### src/rtl/pdua_alu_seq_if.sv
// Operand/result bundle between the PDUA microcode sequencer and the ALU.
// Pure wiring: no latency; no registers in the interface itself.
// Backpressure: none; the ALU signals readiness through busy/done only.
interface pdua_alu_seq_if #(
    parameter int MAX_WIDTH = 8,
    parameter int SHAMT_W   = 2
);
    logic                 start;
    logic [2:0]           selop;
    logic [1:0]           shmode;
    logic [SHAMT_W-1:0]   shamt;
    logic                 enaf;
    logic [MAX_WIDTH-1:0] busA;
    logic [MAX_WIDTH-1:0] busB;
    logic [MAX_WIDTH-1:0] busC;
    logic [MAX_WIDTH-1:0] busC_hi;
    logic                 busy;
    logic                 done;
    logic                 C;
    logic                 N;
    logic                 P;
    logic                 Z;

    // Sequencer side: issues requests, consumes results and flags.
    modport master (
        output start, selop, shmode, shamt, enaf, busA, busB,
        input  busC, busC_hi, busy, done, C, N, P, Z
    );

    // ALU side.
    modport slave (
        input  start, selop, shmode, shamt, enaf, busA, busB,
        output busC, busC_hi, busy, done, C, N, P, Z
    );
endinterface

### src/rtl/pdua_alu_seq.sv
// Sequential PDUA ALU: single-cycle ops with post-shift, plus shift-add multiply.
// Latency: 1 cycle for single-cycle ops, MAX_WIDTH+1 cycles for multiply.
// Backpressure: start is ignored while busy (not queued); done pulses when results are valid.
module pdua_alu_seq #(
    parameter int MAX_WIDTH = 8,
    parameter int SHAMT_W   = 2,
    parameter bit MUL_EN    = 1'b1
) (
    input  logic          clk,
    input  logic          rst,
    pdua_alu_seq_if.slave bus
);
    localparam int W      = MAX_WIDTH;
    localparam int CNT_W  = $clog2(MAX_WIDTH);
    localparam int SH_MAX = 1 << SHAMT_W;
    localparam logic [CNT_W-1:0] CNT_LAST = CNT_W'(MAX_WIDTH - 1);

    typedef enum logic {
        IDLE = 1'b0,
        MUL  = 1'b1
    } state_t;

    state_t           state_q;
    state_t           state_d;

    logic             is_mul;
    logic             go_single;
    logic             go_mul;
    logic             mul_last;

    // Single-cycle datapath intermediates
    logic [W-1:0]     op_res;
    logic             op_c;
    logic [W-1:0]     sh_res;
    logic             sh_c;

    // Multiplier state: multiplicand shifts left, multiplier shifts right
    logic [2*W-1:0]   mcand_q;
    logic [W-1:0]     mplier_q;
    logic [2*W-1:0]   acc_q;
    logic [2*W-1:0]   step_sum;
    logic [CNT_W-1:0] cnt_q;
    logic             enaf_q;

    // Registered outputs
    logic [W-1:0]     busc_q;
    logic [W-1:0]     busc_hi_q;
    logic             done_q;
    logic             c_q;
    logic             n_q;
    logic             p_q;
    logic             z_q;

    // With the multiplier disabled, selop 111 falls through to pass-A
    assign is_mul = MUL_EN && (bus.selop == 3'b111);

    // Base operation; carry/borrow comes out of the extra MSB of the extended sum
    always_comb begin
        op_res = '0;
        op_c   = 1'b0;
        case (bus.selop)
            3'b000:  op_res = bus.busA;
            3'b001:  op_res = bus.busB;
            3'b010:  {op_c, op_res} = {1'b0, bus.busA} + {1'b0, bus.busB};
            3'b011:  {op_c, op_res} = {1'b0, bus.busA} - {1'b0, bus.busB};
            3'b100:  op_res = bus.busA & bus.busB;
            3'b101:  op_res = bus.busA | bus.busB;
            3'b110:  op_res = bus.busA ^ bus.busB;
            default: op_res = bus.busA;
        endcase
    end

    // Post-shift unrolled one bit per step so C tracks the last bit shifted out;
    // shamt=0 passes the base result and carry straight through
    always_comb begin
        sh_res = op_res;
        sh_c   = op_c;
        for (int i = 0; i < SH_MAX; i++) begin
            if (i < int'(bus.shamt)) begin
                case (bus.shmode)
                    2'b01: begin
                        sh_c   = sh_res[W-1];
                        sh_res = {sh_res[W-2:0], 1'b0};
                    end
                    2'b10: begin
                        sh_c   = sh_res[0];
                        sh_res = {1'b0, sh_res[W-1:1]};
                    end
                    2'b11: begin
                        sh_c   = sh_res[0];
                        sh_res = {sh_res[W-1], sh_res[W-1:1]};
                    end
                    default: begin
                        sh_c   = sh_c;
                        sh_res = sh_res;
                    end
                endcase
            end
        end
    end

    // One shift-add step: add the aligned multiplicand when the current multiplier bit is set
    assign step_sum = acc_q + (mplier_q[0] ? mcand_q : {2*W{1'b0}});

    // FSM state register
    always_ff @(posedge clk) begin
        if (rst) begin
            state_q <= IDLE;
        end else begin
            state_q <= state_d;
        end
    end

    // FSM next-state and datapath control strobes
    always_comb begin
        state_d   = state_q;
        go_single = 1'b0;
        go_mul    = 1'b0;
        mul_last  = 1'b0;
        case (state_q)
            IDLE: begin
                if (bus.start) begin
                    if (is_mul) begin
                        go_mul  = 1'b1;
                        state_d = MUL;
                    end else begin
                        go_single = 1'b1;
                    end
                end
            end
            MUL: begin
                if (cnt_q == CNT_LAST) begin
                    mul_last = 1'b1;
                    state_d  = IDLE;
                end
            end
            default: state_d = IDLE;
        endcase
    end

    // Datapath, result and flag registers; flags only move on a done cycle with enaf set
    always_ff @(posedge clk) begin
        if (rst) begin
            mcand_q   <= '0;
            mplier_q  <= '0;
            acc_q     <= '0;
            cnt_q     <= '0;
            enaf_q    <= 1'b0;
            busc_q    <= '0;
            busc_hi_q <= '0;
            done_q    <= 1'b0;
            c_q       <= 1'b0;
            n_q       <= 1'b0;
            p_q       <= 1'b0;
            z_q       <= 1'b0;
        end else begin
            done_q <= 1'b0;

            if (go_single) begin
                busc_q    <= sh_res;
                busc_hi_q <= '0;
                done_q    <= 1'b1;
                if (bus.enaf) begin
                    c_q <= sh_c;
                    n_q <= sh_res[W-1];
                    p_q <= ~^sh_res;
                    z_q <= (sh_res == '0);
                end
            end

            if (go_mul) begin
                mcand_q  <= {{W{1'b0}}, bus.busA};
                mplier_q <= bus.busB;
                acc_q    <= '0;
                cnt_q    <= '0;
                enaf_q   <= bus.enaf;
            end

            if (state_q == MUL) begin
                acc_q    <= step_sum;
                mcand_q  <= mcand_q << 1;
                mplier_q <= mplier_q >> 1;
                cnt_q    <= cnt_q + CNT_W'(1);
                // Final step writes the product directly so done lands MAX_WIDTH+1 cycles after start
                if (mul_last) begin
                    busc_q    <= step_sum[W-1:0];
                    busc_hi_q <= step_sum[2*W-1:W];
                    done_q    <= 1'b1;
                    if (enaf_q) begin
                        c_q <= 1'b0;
                        n_q <= step_sum[2*W-1];
                        p_q <= ~^step_sum;
                        z_q <= (step_sum == '0);
                    end
                end
            end
        end
    end

    assign bus.busC    = busc_q;
    assign bus.busC_hi = busc_hi_q;
    assign bus.busy    = (state_q == MUL);
    assign bus.done    = done_q;
    assign bus.C       = c_q;
    assign bus.N       = n_q;
    assign bus.P       = p_q;
    assign bus.Z       = z_q;

endmodule

### src/flat_wrapper.sv
// flat-port wrapper written by rule: the top's interface ports become plain ports
module pdua_alu_seq_flat 
#(
    parameter int MAX_WIDTH = 8,
    parameter int SHAMT_W   = 2,
    parameter bit MUL_EN    = 1'b1
)
  (clk, rst, bus_start, bus_selop, bus_shmode, bus_shamt, bus_enaf, bus_busA, bus_busB, bus_busC, bus_busC_hi, bus_busy, bus_done, bus_C, bus_N, bus_P, bus_Z);
  pdua_alu_seq_if #(.MAX_WIDTH(MAX_WIDTH), .SHAMT_W(SHAMT_W)) bus_i ();
  input  logic clk;
  input  logic rst;
  input wire logic [$bits(bus_i.start)-1:0] bus_start;
  input wire logic [$bits(bus_i.selop)-1:0] bus_selop;
  input wire logic [$bits(bus_i.shmode)-1:0] bus_shmode;
  input wire logic [$bits(bus_i.shamt)-1:0] bus_shamt;
  input wire logic [$bits(bus_i.enaf)-1:0] bus_enaf;
  input wire logic [$bits(bus_i.busA)-1:0] bus_busA;
  input wire logic [$bits(bus_i.busB)-1:0] bus_busB;
  output wire logic [$bits(bus_i.busC)-1:0] bus_busC;
  output wire logic [$bits(bus_i.busC_hi)-1:0] bus_busC_hi;
  output wire logic [$bits(bus_i.busy)-1:0] bus_busy;
  output wire logic [$bits(bus_i.done)-1:0] bus_done;
  output wire logic [$bits(bus_i.C)-1:0] bus_C;
  output wire logic [$bits(bus_i.N)-1:0] bus_N;
  output wire logic [$bits(bus_i.P)-1:0] bus_P;
  output wire logic [$bits(bus_i.Z)-1:0] bus_Z;
  assign bus_i.start = bus_start;
  assign bus_i.selop = bus_selop;
  assign bus_i.shmode = bus_shmode;
  assign bus_i.shamt = bus_shamt;
  assign bus_i.enaf = bus_enaf;
  assign bus_i.busA = bus_busA;
  assign bus_i.busB = bus_busB;
  assign bus_busC = bus_i.busC;
  assign bus_busC_hi = bus_i.busC_hi;
  assign bus_busy = bus_i.busy;
  assign bus_done = bus_i.done;
  assign bus_C = bus_i.C;
  assign bus_N = bus_i.N;
  assign bus_P = bus_i.P;
  assign bus_Z = bus_i.Z;
  pdua_alu_seq #(.MAX_WIDTH(MAX_WIDTH), .SHAMT_W(SHAMT_W), .MUL_EN(MUL_EN)) u_core (.clk(clk), .rst(rst), .bus(bus_i));
endmodule
### config.mk
export PLATFORM = sky130hd
export DESIGN_NAME = pdua_alu_seq_flat
export DESIGN_NICKNAME = d
export VERILOG_FILES = /design/src/rtl/pdua_alu_seq_if.sv /design/src/rtl/pdua_alu_seq.sv /design/src/flat_wrapper.sv
export SDC_FILE = /design/constraint.sdc
export NUM_CORES = 1
export LEC_CHECK = 0
export BUFFER_PORTS_ARGS = -buffer_cell sky130_fd_sc_hd__buf_2
export CORE_UTILIZATION = 60
export CTS_BUF_LIST = sky130_fd_sc_hd__clkbuf_4
export CTS_CLUSTER_DIAMETER = 80
export CTS_CLUSTER_SIZE = 40
export DETAILED_ROUTE_END_ITERATION = 8
export HOLD_SLACK_MARGIN = 0.02
export PLACE_DENSITY = 0.8
export REMOVE_ABC_BUFFERS = 1
export SLEW_MARGIN = 10
export SYNTH_ARGS = -nofsm -noshare
export SYNTH_HDL_FRONTEND = slang
export SYNTH_SLANG_ARGS = --single-unit
### constraint.sdc
create_clock -name clk -period 7.12 [get_ports clk]
set_input_delay 1.068 -clock clk [delete_from_list [all_inputs] [get_ports clk]]
set_output_delay 1.068 -clock clk [all_outputs]
set_load 0.01 [all_outputs]
== Yosys cells after proc, flatten, opt, wreduce, memory -nomap -nowiden ==
Index checks and enable logic that the tools add are counted.
Word-level totals
  register bits after elaboration: 66
Cells by class
  magnitude comparators: 3
  bitwise operators: 4
  equal/unequal tests: 11
  muxes and demuxes: 62
  add/subtract/negate cells: 4
  reduce and logical (&&, ||, !) cells: 7
Operators with widths (number)
  $mux W16: 5
  $mux W8: 9
  $pmux W8 S3: 3
  $pmux W8 S6: 1
  $mux W1: 35
  $add A16 B16 Y16: 1
  $logic_not A16 Y1: 1
  $reduce_xnor A16 Y1: 1
  $eq A3 B3 Y1 const B: 5
  $mux W7: 2
  $pmux W1 S2: 5
  $add A8 B8 Y9: 1
  $sub A8 B8 Y9: 1
  $and A8 B8 Y8: 1
  $logic_not A8 Y1: 1
  $or A8 B8 Y8: 1
  $reduce_xnor A8 Y1: 1
  $xor A8 B8 Y8: 1
  $eq A3 B2 Y1 const B: 2
  $mux W3: 2
  $eq A2 B2 Y1 const B: 2
  $lt A1 B2 Y1 const A: 2
  $reduce_or A2 Y1: 2
  $add A3 B1 Y3 const B: 1
  other kinds (5): 5

== Logic depth before layout (Yosys ltp) ==
Gate-level depths: netlist (run 1).
  depth after elaboration: 14
  gate-level depth with buffers: 17

== Least setup slack after synthesis (run 1) ==
No wires, ideal clock.
  path type: in2reg
  start: input bus_busB[2]
  end: register u_core.p_q (netlist: u_core.bus.P)
  data required time: 7.034 ns
  stages: 17
  slack: 2.810 ns
  arrival: 4.224 ns
  cell sequence: inv_1 ha_1 buf_6 inv_1 o32a_1 a2111o_1 a31oi_2 a311oi_1 o31ai_1 a21oi_1 or3_1 ha_1 xor2_1 xnor2_1 nor2_1 a21oi_1 a211oi_1
On the way
  word-level cells in the longest chain between the ends: 14
  elaborated cells on any way between the ends: 18
Ends and longest elaborated chain
  start, declared: line flat_wrapper.sv:18  | input wire logic [$bits(bus_i.busB)-1:0] bus_busB;
  $sub A8 B8 Y9, or another cell as far along: line pdua_alu_seq.sv:65  | 3'b011: {op_c, op_res} = {1'b0, bus.busA} - {1'b0, bus.busB};
  $pmux W8 S6 (*): line pdua_alu_seq.sv:61  | case (bus.selop)
  $pmux W8 S3: line pdua_alu_seq.sv:80  | case (bus.shmode)
  $mux W8 (*): line pdua_alu_seq.sv:79  | if (i < int'(bus.shamt)) begin
  $pmux W8 S3: line pdua_alu_seq.sv:80
  $mux W8 (*): line pdua_alu_seq.sv:79
  $pmux W8 S3: line pdua_alu_seq.sv:80
  $mux W8 (*): line pdua_alu_seq.sv:79
  $reduce_xnor A8 Y1 (*): line pdua_alu_seq.sv:166  | p_q <= ~^sh_res;
  $mux W1 (*): line pdua_alu_seq.sv:163  | if (bus.enaf) begin
  $mux W1 (*): line pdua_alu_seq.sv:159  | if (go_single) begin
  $mux W1: line pdua_alu_seq.sv:189  | if (enaf_q) begin
  $mux W1: line pdua_alu_seq.sv:185  | if (mul_last) begin
  $mux W1 (*): line pdua_alu_seq.sv:179  | if (state_q == MUL) begin
  end signal, assigned: line pdua_alu_seq.sv:166
  end signal, assigned: line pdua_alu_seq.sv:192  | p_q <= ~^step_sum;
  end, declared: line pdua_alu_seq.sv:51  | logic p_q;
Every way passes the cells marked *; elsewhere a longest branch is shown, timed or not.
A chain may end at the register's enable or synchronous reset.

== Worst setup path after layout (run 1) ==
  start: input bus_busA[0]
  end: register u_core.p_q (netlist: u_core.bus.P)
On the way
  word-level cells in the longest chain between the ends: 14
  elaborated cells on any way between the ends: 18
Ends and longest elaborated chain
  start, declared: line flat_wrapper.sv:17  | input wire logic [$bits(bus_i.busA)-1:0] bus_busA;
  $sub A8 B8 Y9, or another cell as far along: line pdua_alu_seq.sv:65
  $pmux W8 S6 (*): line pdua_alu_seq.sv:61
  $pmux W8 S3: line pdua_alu_seq.sv:80
  $mux W8 (*): line pdua_alu_seq.sv:79
  $pmux W8 S3: line pdua_alu_seq.sv:80
  $mux W8 (*): line pdua_alu_seq.sv:79
  $pmux W8 S3: line pdua_alu_seq.sv:80
  $mux W8 (*): line pdua_alu_seq.sv:79
  $reduce_xnor A8 Y1 (*): line pdua_alu_seq.sv:166
  $mux W1 (*): line pdua_alu_seq.sv:163
  $mux W1 (*): line pdua_alu_seq.sv:159
  $mux W1: line pdua_alu_seq.sv:189
  $mux W1: line pdua_alu_seq.sv:185
  $mux W1 (*): line pdua_alu_seq.sv:179
Marks and branches as above.

==> results of run 1 <==
==> cells by family after synthesis <==
| kind of cell | share of synthesized area [%] |
|---|---|
| AO/OA/AOI/OAI | 27.07 |
| XOR/XNOR | 3.781 |
| adder cells (fa/ha/maj) | 12.49 |
| buffers and inverters | 6.504 |
| flip-flops | 22.82 |
| multiplexers | 1.621 |
| AND/OR/NAND/NOR | 25.71 |
==> Yosys cell counts (all sizes together) (4+ instances only) <==
library cell / n
a2111oi: 5
a211oi: 8
a21oi: 89
a22o: 9
a311oi: 7
a31oi: 14
and2: 21
and3: 5
buf: 16
clkbuf: 30
dfxtp: 66
ha: 53
inv: 49
mux2i: 6
nand2: 72
nand2b: 12
nand3: 34
nand4: 4
nor2: 96
nor2b: 9
nor3: 16
nor4: 7
o211ai: 5
o21ai: 39
o221ai: 6
o22ai: 6
o31ai: 7
o32ai: 5
or2: 5
or3: 9
or4: 4
xnor2: 15
xor2: 10
==> layout make-up <==
cell class                      instances  area, um2  area share (%)
Inverter                               50      187.7           3.044
Multi-Input combinational cell        639       4093           66.39
Tap cell                              129      161.4           2.618
Clock inverter                          7      70.07           1.137
Sequential cell                        66       1323           21.45
Timing Repair Buffer                   51      262.8           4.262
Clock buffer                            9      67.56           1.096
==> per-stage QoR <==
stage	cell area [um2]	hold WS [ns]	setup slack [ns]
after floorplan	5602	0.4291	2.755
after global routing	6165	0.5079	2.300
final	6165	0.4754	2.499
after detailed placement	6027	0.4588	2.148
after global placement	6027	0.4471	2.167
after CTS	6165	0.4740	2.588
==> layout by cell type (no fill, tap or decap), types with 7 or more instances in the layout <==
master,Yosys,routed
nand2_1,72,72
a31oi_1,13,13
nor2_1,96,96
clkbuf_4,0,9
or3_1,9,9
dfxtp_1,66,65
nand3_1,34,34
nor2b_1,9,9
nor4_1,7,7
a22o_1,9,9
inv_1,49,49
o21ai_0,38,38
xnor2_1,15,15
nor3_1,16,16
ha_1,53,53
and2_1,21,21
buf_2,6,48
xor2_1,10,10
a311oi_1,7,7
o31ai_1,7,7
a211oi_1,8,8
a21oi_1,88,88
nand2b_1,12,12
==> critical path, delay by kind of cell <==
kind / cells / cell delay [ns]
AOI/OAI and AO/OA: 7 / 1.57
xor gates and xnor gates: 2 / 0.33
adders and majority gates: 3 / 0.98
buffers and inverters: 2 / 0.22
and+or+nand+nor: 4 / 0.75
==> how the worst max path moves through the flow <==
stage / endpoint / depth (start not counted) / slack (ns) / startpoint
CTS: u_core.bus.P$_SDFF_PP0_ / 18 / 2.59 / bus_busA[0]
global placement: u_core.bus.P$_SDFF_PP0_ / 18 / 2.17 / bus_busA[0]
detailed placement: u_core.bus.P$_SDFF_PP0_ / 18 / 2.15 / bus_busA[0]
global route: u_core.bus.P$_SDFF_PP0_ / 17 / 2.30 / bus_busA[2]
floorplan: u_core.bus.P$_SDFF_PP0_ / 16 / 2.76 / bus_busB[2]
finish: u_core.bus.P$_SDFF_PP0_ / 18 / 2.50 / bus_busA[0]
==> metal layers <==
| layer | wire (um) | vias to the layer above |
|---|---|---|
| met1 | 7459 | 2830 |
| met5 | 0 | - |
| met4 | 397 | 0 |
| met2 | 7081 | 319 |
| met3 | 1388 | 54 |
| li1 | - | 2924 |
==> report_power, final <==
part	total (mW)	switching [mW]	internal, mW
clock	0.247	0.141	0.105
sequential	0.385	0.00624	0.379
combinational	0.263	0.169	0.0945
==> registers in the layout, indices dropped and copies added (netlist names) <==
name,cells
u_core.bus.Z,1
u_core.cnt_q,3
u_core.bus.done,1
u_core.mplier_q,8
u_core.enaf_q,1
u_core.acc_q,16
u_core.mcand_q,16
u_core.bus.busC,8
u_core.bus.busy,1
u_core.bus.busC_hi,8
u_core.bus.N,1
u_core.bus.P,1
u_core.bus.C,1
==> impl_metrics.env, run 1 <==
export IMPL_run_status="completed"
export IMPL_path_cells="buf_2 > inv_1 > ha_1 > fa_1 > or3_1 > a311oi_1 > o31ai_1 > o21ai_1 > nor2_1 > o41ai_1 > o21ai_0 > and2_1 > ha_1 > xnor2_1 > xnor2_1 > nor2_1 > a21oi_1 > a211oi_1"
export IMPL_grt_pass1_wl_um=26520
export IMPL_wirelength_um=16330
export IMPL_clock_root_buffer="clkbuf_4"
export IMPL_relSlewSlack_pct=21.66
export IMPL_final_nets=900
export IMPL_numCtsBuffers=9
export IMPL_p_total_mw=0.8954
export IMPL_die_y_um=100.2
export IMPL_clk_pin_slew_ns=0.12
export IMPL_grt_usage_pct=33.05
export IMPL_antenna_found_initial=0
export IMPL_place_hpwl_um=12050
export IMPL_synth_top_area_cell="dfxtp_1"
export IMPL_fin_setup_tns_ns=0
export IMPL_avgRoutedWirePerCell_um=17.17
export IMPL_clk_latency_ns=0.42
export IMPL_slowest_delay_ns=0.45
export IMPL_die_x_um=100.2
export IMPL_antenna_cells=0
export IMPL_use_met2_pct=51.11
export IMPL_htreeDepth=3
export IMPL_synth_area_leaders="dfxtp_1 (23%), ha_1 (11%), a21oi_1 (7.6%)"
export IMPL_synth_cell_type_count=76
export IMPL_rsz0062_at_grt="false"
export IMPL_hp_class="reg -> reg"
export IMPL_slowest_stage="fa_1"
export IMPL_synth_top_area_share_pct=22.82
export IMPL_core_um2=9284
export IMPL_holdPathEnd="u_core.bus.busC_hi[3]$_SDFF_PP0_"
export IMPL_reg2reg_to="u_core.bus.P$_SDFF_PP0_"
export IMPL_r2r_cells=16
export IMPL_finalHoldViolCount=0
export IMPL_min_from="u_core.bus.busC_hi[3]$_SDFF_PP0_"
export IMPL_gp_congestion=1.034
export IMPL_grt_max_degree=67
export IMPL_yosysWarnings=0
export IMPL_drc_errors=0
export IMPL_grtUsageMet1_pct=47.04
export IMPL_numClockSinks=66
export IMPL_ys_seq_area_share_pct=22.82
export IMPL_crit_arrival_ns=4.92
export IMPL_vias=6127
export IMPL_cp_start_kind="primary input"
export IMPL_drv_slew=0
export IMPL_fillers=854
export IMPL_worstPathRequired_ns=7.42
export IMPL_synth_edf_count=0
export IMPL_start_util_pct=62.37
export IMPL_finalSetupViolations=0
export IMPL_drtAntennaViolNets=0
export IMPL_avgSynthCellArea_um2=7.229
export IMPL_dieArea_um2=10050
export IMPL_stdcell_count=951
export IMPL_yosys_register_bits=66
export IMPL_grt_busiest_layer="met2"
export IMPL_ctsResizeCount=0
export IMPL_hold_depth=2
export IMPL_critical_path_class="in -> reg"
export IMPL_cp_end_kind="flop"
export IMPL_io_buffers=48
export IMPL_dr_pass1_iters=9
export IMPL_grt_pass1_vias=5384
export IMPL_worstReg2RegStart="u_core.mplier_q[0]$_SDFFE_PP0P_"
export IMPL_grt_overflow=0
export IMPL_synthArstFlopShare_pct=0
export IMPL_netlist_area_um2=5791
export IMPL_syn_inst=801
export IMPL_maxCapViolations=0
export IMPL_cts_tree="done"
export IMPL_power_density_nw_per_um2=145.3
export IMPL_final_util_pct=66.40
export IMPL_finalClockSkew_ns=0.01008
export IMPL_worst_slew_pin_slew_ns=1.172
export IMPL_finalCritPeriodShare_pct=64.90
export IMPL_hold_buffers=0
export IMPL_fp_row_count=35
export IMPL_cp_max_fo=8
export IMPL_cts_buffer_depth=2
export IMPL_drtIter0Drc=514
export IMPL_ys_flop_type="dfxtp_1"
export IMPL_avgViaCountPerCell=6.443
export IMPL_synthToLayoutAreaGrowth_pct=6.461
export IMPL_fmaxAchievable_mhz=216.4
export IMPL_leakage_nw=2.621
export IMPL_io_pins=49
export IMPL_min_period_ns=4.621
export IMPL_peakVddDrop_uv=115.5
export IMPL_grt_use_met3_pct=6.128
export IMPL_drive_above_1_share_pct=10.34
export IMPL_reg2reg_slack_ns=3.03
export IMPL_dp_cells=935
export IMPL_cts_setup_buffers=0
Note: power is estimated with default switching activity, not from simulation.
==> inputs of run 2 (changes only) <==
--- a/config.mk
+++ b/config.mk
@@ -6,7 +6,7 @@
 export NUM_CORES = 1
 export LEC_CHECK = 0
 export BUFFER_PORTS_ARGS = -buffer_cell sky130_fd_sc_hd__buf_2
-export CORE_UTILIZATION = 60
+export CORE_UTILIZATION = 57
 export CTS_BUF_LIST = sky130_fd_sc_hd__clkbuf_4
 export CTS_CLUSTER_DIAMETER = 80
 export CTS_CLUSTER_SIZE = 40
==> constraint.sdc (replaced) <==
create_clock -name clk -period 4 [get_ports clk]
set_input_delay 0.6 -clock clk [delete_from_list [all_inputs] [get_ports clk]]
set_output_delay 0.6 -clock clk [all_outputs]
set_load 0.01 [all_outputs]
==> impl_metrics.env, run 2 (synthesis results as in run 1) <==
export IMPL_finalHoldViolCount=0
export IMPL_maxCapViolations=0
export IMPL_leakage_nw=3.135
export IMPL_fin_hold_ws_ns=0.4016
export IMPL_clk_pin_slew_ns=0.12
export IMPL_relSlewSlack_pct=24.16
export IMPL_numClockSinks=66
export IMPL_critical_path_class="reg -> reg"
export IMPL_hold_depth=3
export IMPL_power_share_clock_pct=28.6
export IMPL_most_common_layout_cells="buf_4 (102), nor2_1 (95), a21oi_1 (87)"
export IMPL_numCtsBuffers=9
export IMPL_avgRoutedWirePerCell_um=18.78
export IMPL_core_um2=9819
export IMPL_grt_max_degree=63
export IMPL_fillers=827
export IMPL_htreeDepth=3
export IMPL_wirelength_um=19820
export IMPL_synthToLayoutAreaGrowth_pct=21.65
export IMPL_cts_tree="done"
export IMPL_hold_buffers=0
export IMPL_place_hpwl_um=14630
export IMPL_drc_errors=0
export IMPL_grt_overflow=0
export IMPL_p_total_mw=1.817
export IMPL_swShare_pct=34.14
export IMPL_r2r_cells=15
export IMPL_finalClockSkew_ns=0.02408
export IMPL_peakVddDrop_uv=219.2
export IMPL_gp_congestion=0.9987
export IMPL_p_comb_share_pct=33.6
export IMPL_avgViaCountPerCell=6.365
export IMPL_p_int_mw=1.197
export IMPL_final_area_um2=7044
export IMPL_cp_end_kind="flop"
export IMPL_finalSetupViolations=0
export IMPL_p_switching_mw=0.6204
export IMPL_clk_latency_ns=0.44
export IMPL_seqPwrFrac_pct=37.8
export IMPL_run_status="completed"
export IMPL_dr_pass1_iters=6
export IMPL_drv_slew=0
export IMPL_die_x_um=102.8
export IMPL_drive_above_1_share_pct=21.37
export IMPL_hp_class="in -> reg"
export IMPL_final_util_pct=71.74
export IMPL_drtIter0Drc=637
export IMPL_drtAntennaViolNets=0
export IMPL_min_period_ns=3.858
export IMPL_die_y_um=102.8
export IMPL_final_common_cell="buf_4"
export IMPL_finalCritPeriodShare_pct=96.45
export IMPL_cts_buffer_depth=2
export IMPL_power_density_nw_per_um2=258.0
export IMPL_grt_pass1_vias=6154
export IMPL_postPlaceCellArea_um2=6780
export IMPL_vias=6715
export IMPL_dieArea_um2=10570
export IMPL_cp_start_kind="flop"
export IMPL_reg_top3="u_core.acc_q (16), u_core.mcand_q (16)"
export IMPL_seq_area_um2=1323
export IMPL_grt_pass1_wl_um=30760
export IMPL_crit_arrival_ns=4.22
export IMPL_io_pins=49
export IMPL_antenna_cells=0
export IMPL_fmaxAchievable_mhz=259.2
export IMPL_worst_slew_pin_slew_ns=1.135
export IMPL_grt_usage_pct=37.48
export IMPL_io_buffers=48
export IMPL_antenna_found_initial=0
export IMPL_start_util_pct=58.97
export IMPL_clock_root_buffer="clkbuf_4"
export IMPL_cp_max_fo=13
export IMPL_fp_row_count=36
export IMPL_final_nets=1000
export IMPL_fin_setup_tns_ns=0
export IMPL_worstPathRequired_ns=4.36
export IMPL_multiInputGateArea_um2=4178
==> run 2: path summary, 6_finish.rpt <==
path	to	slack (ns)	from
hold / removal	u_core.enaf_q$_SDFFE_PP0P_	0.40	bus_enaf
setup reg to reg	u_core.bus.P$_SDFF_PP0_	0.14	u_core.mplier_q[0]$_SDFFE_PP0P_
hold reg to reg	u_core.bus.busC_hi[1]$_SDFF_PP0_	0.48	u_core.bus.busC_hi[1]$_SDFF_PP0_
setup / recovery	u_core.bus.P$_SDFF_PP0_	0.14	u_core.mplier_q[0]$_SDFFE_PP0P_
==> run 2: timing repair <==
item | CTS | global route
gates resized for setup | 0 | 17
endpoints found under the setup margin | 0 | 1
setup buffers | 0 | 2
==> run 2: area by class of cell <==
class	count	share of cell area [%]
Timing Repair Buffer	151	14.60
Clock buffer	9	0.9591
Multi-Input combinational cell	639	59.31
Sequential cell	66	18.77
Tap cell	133	2.362
Inverter	50	2.664
Clock inverter	7	1.332
==> run 2: stage by stage <==
| stage | setup WS (ns) | cells |
|---|---|---|
| 2_1_floorplan | 0.1035 | 755 |
| 3_5_place_dp | -0.3480 | 1037 |
| 4_1_cts | 0.07414 | 1053 |
| 5_1_grt | -0.02531 | 1055 |
| 3_3_place_gp | -0.2781 | 1037 |
| 6_report | 0.1419 | 1055 |
==> run 2: power groups by stage <==
stage                     clock network [mW]  registers (mW)  logic, mW
after floorplan                            0           0.709      0.287
after global placement                     0           0.701      0.572
after detailed placement                   0           0.701      0.577
after CTS                              0.512           0.687      0.581
after global routing                   0.544           0.689      0.658
final                                  0.520           0.687      0.610
==> run 2: critical path, cell delays in order, from the launching register on <==
cell,delay (ns)
dfxtp_1,0.36
buf_4,0.19
and2_1,0.18
ha_1,0.38
o21a_1,0.16
nor2_1,0.06
o31ai_1,0.32
o211ai_1,0.26
o311ai_1,0.41
xor2_1,0.36
ha_1,0.32
xnor2_1,0.20
xnor2_1,0.17
xnor2_1,0.15
nor2_1,0.07
a211oi_1,0.20
==> run 2: routing by layer <==
metal	GRT usage, %	vias up	wire length [um]
li1	-	3120	-
met1	48.20	3158	8074
met2	62.26	371	9396
met3	6.983	66	1748
met4	14.30	0	596
met5	0	-	0
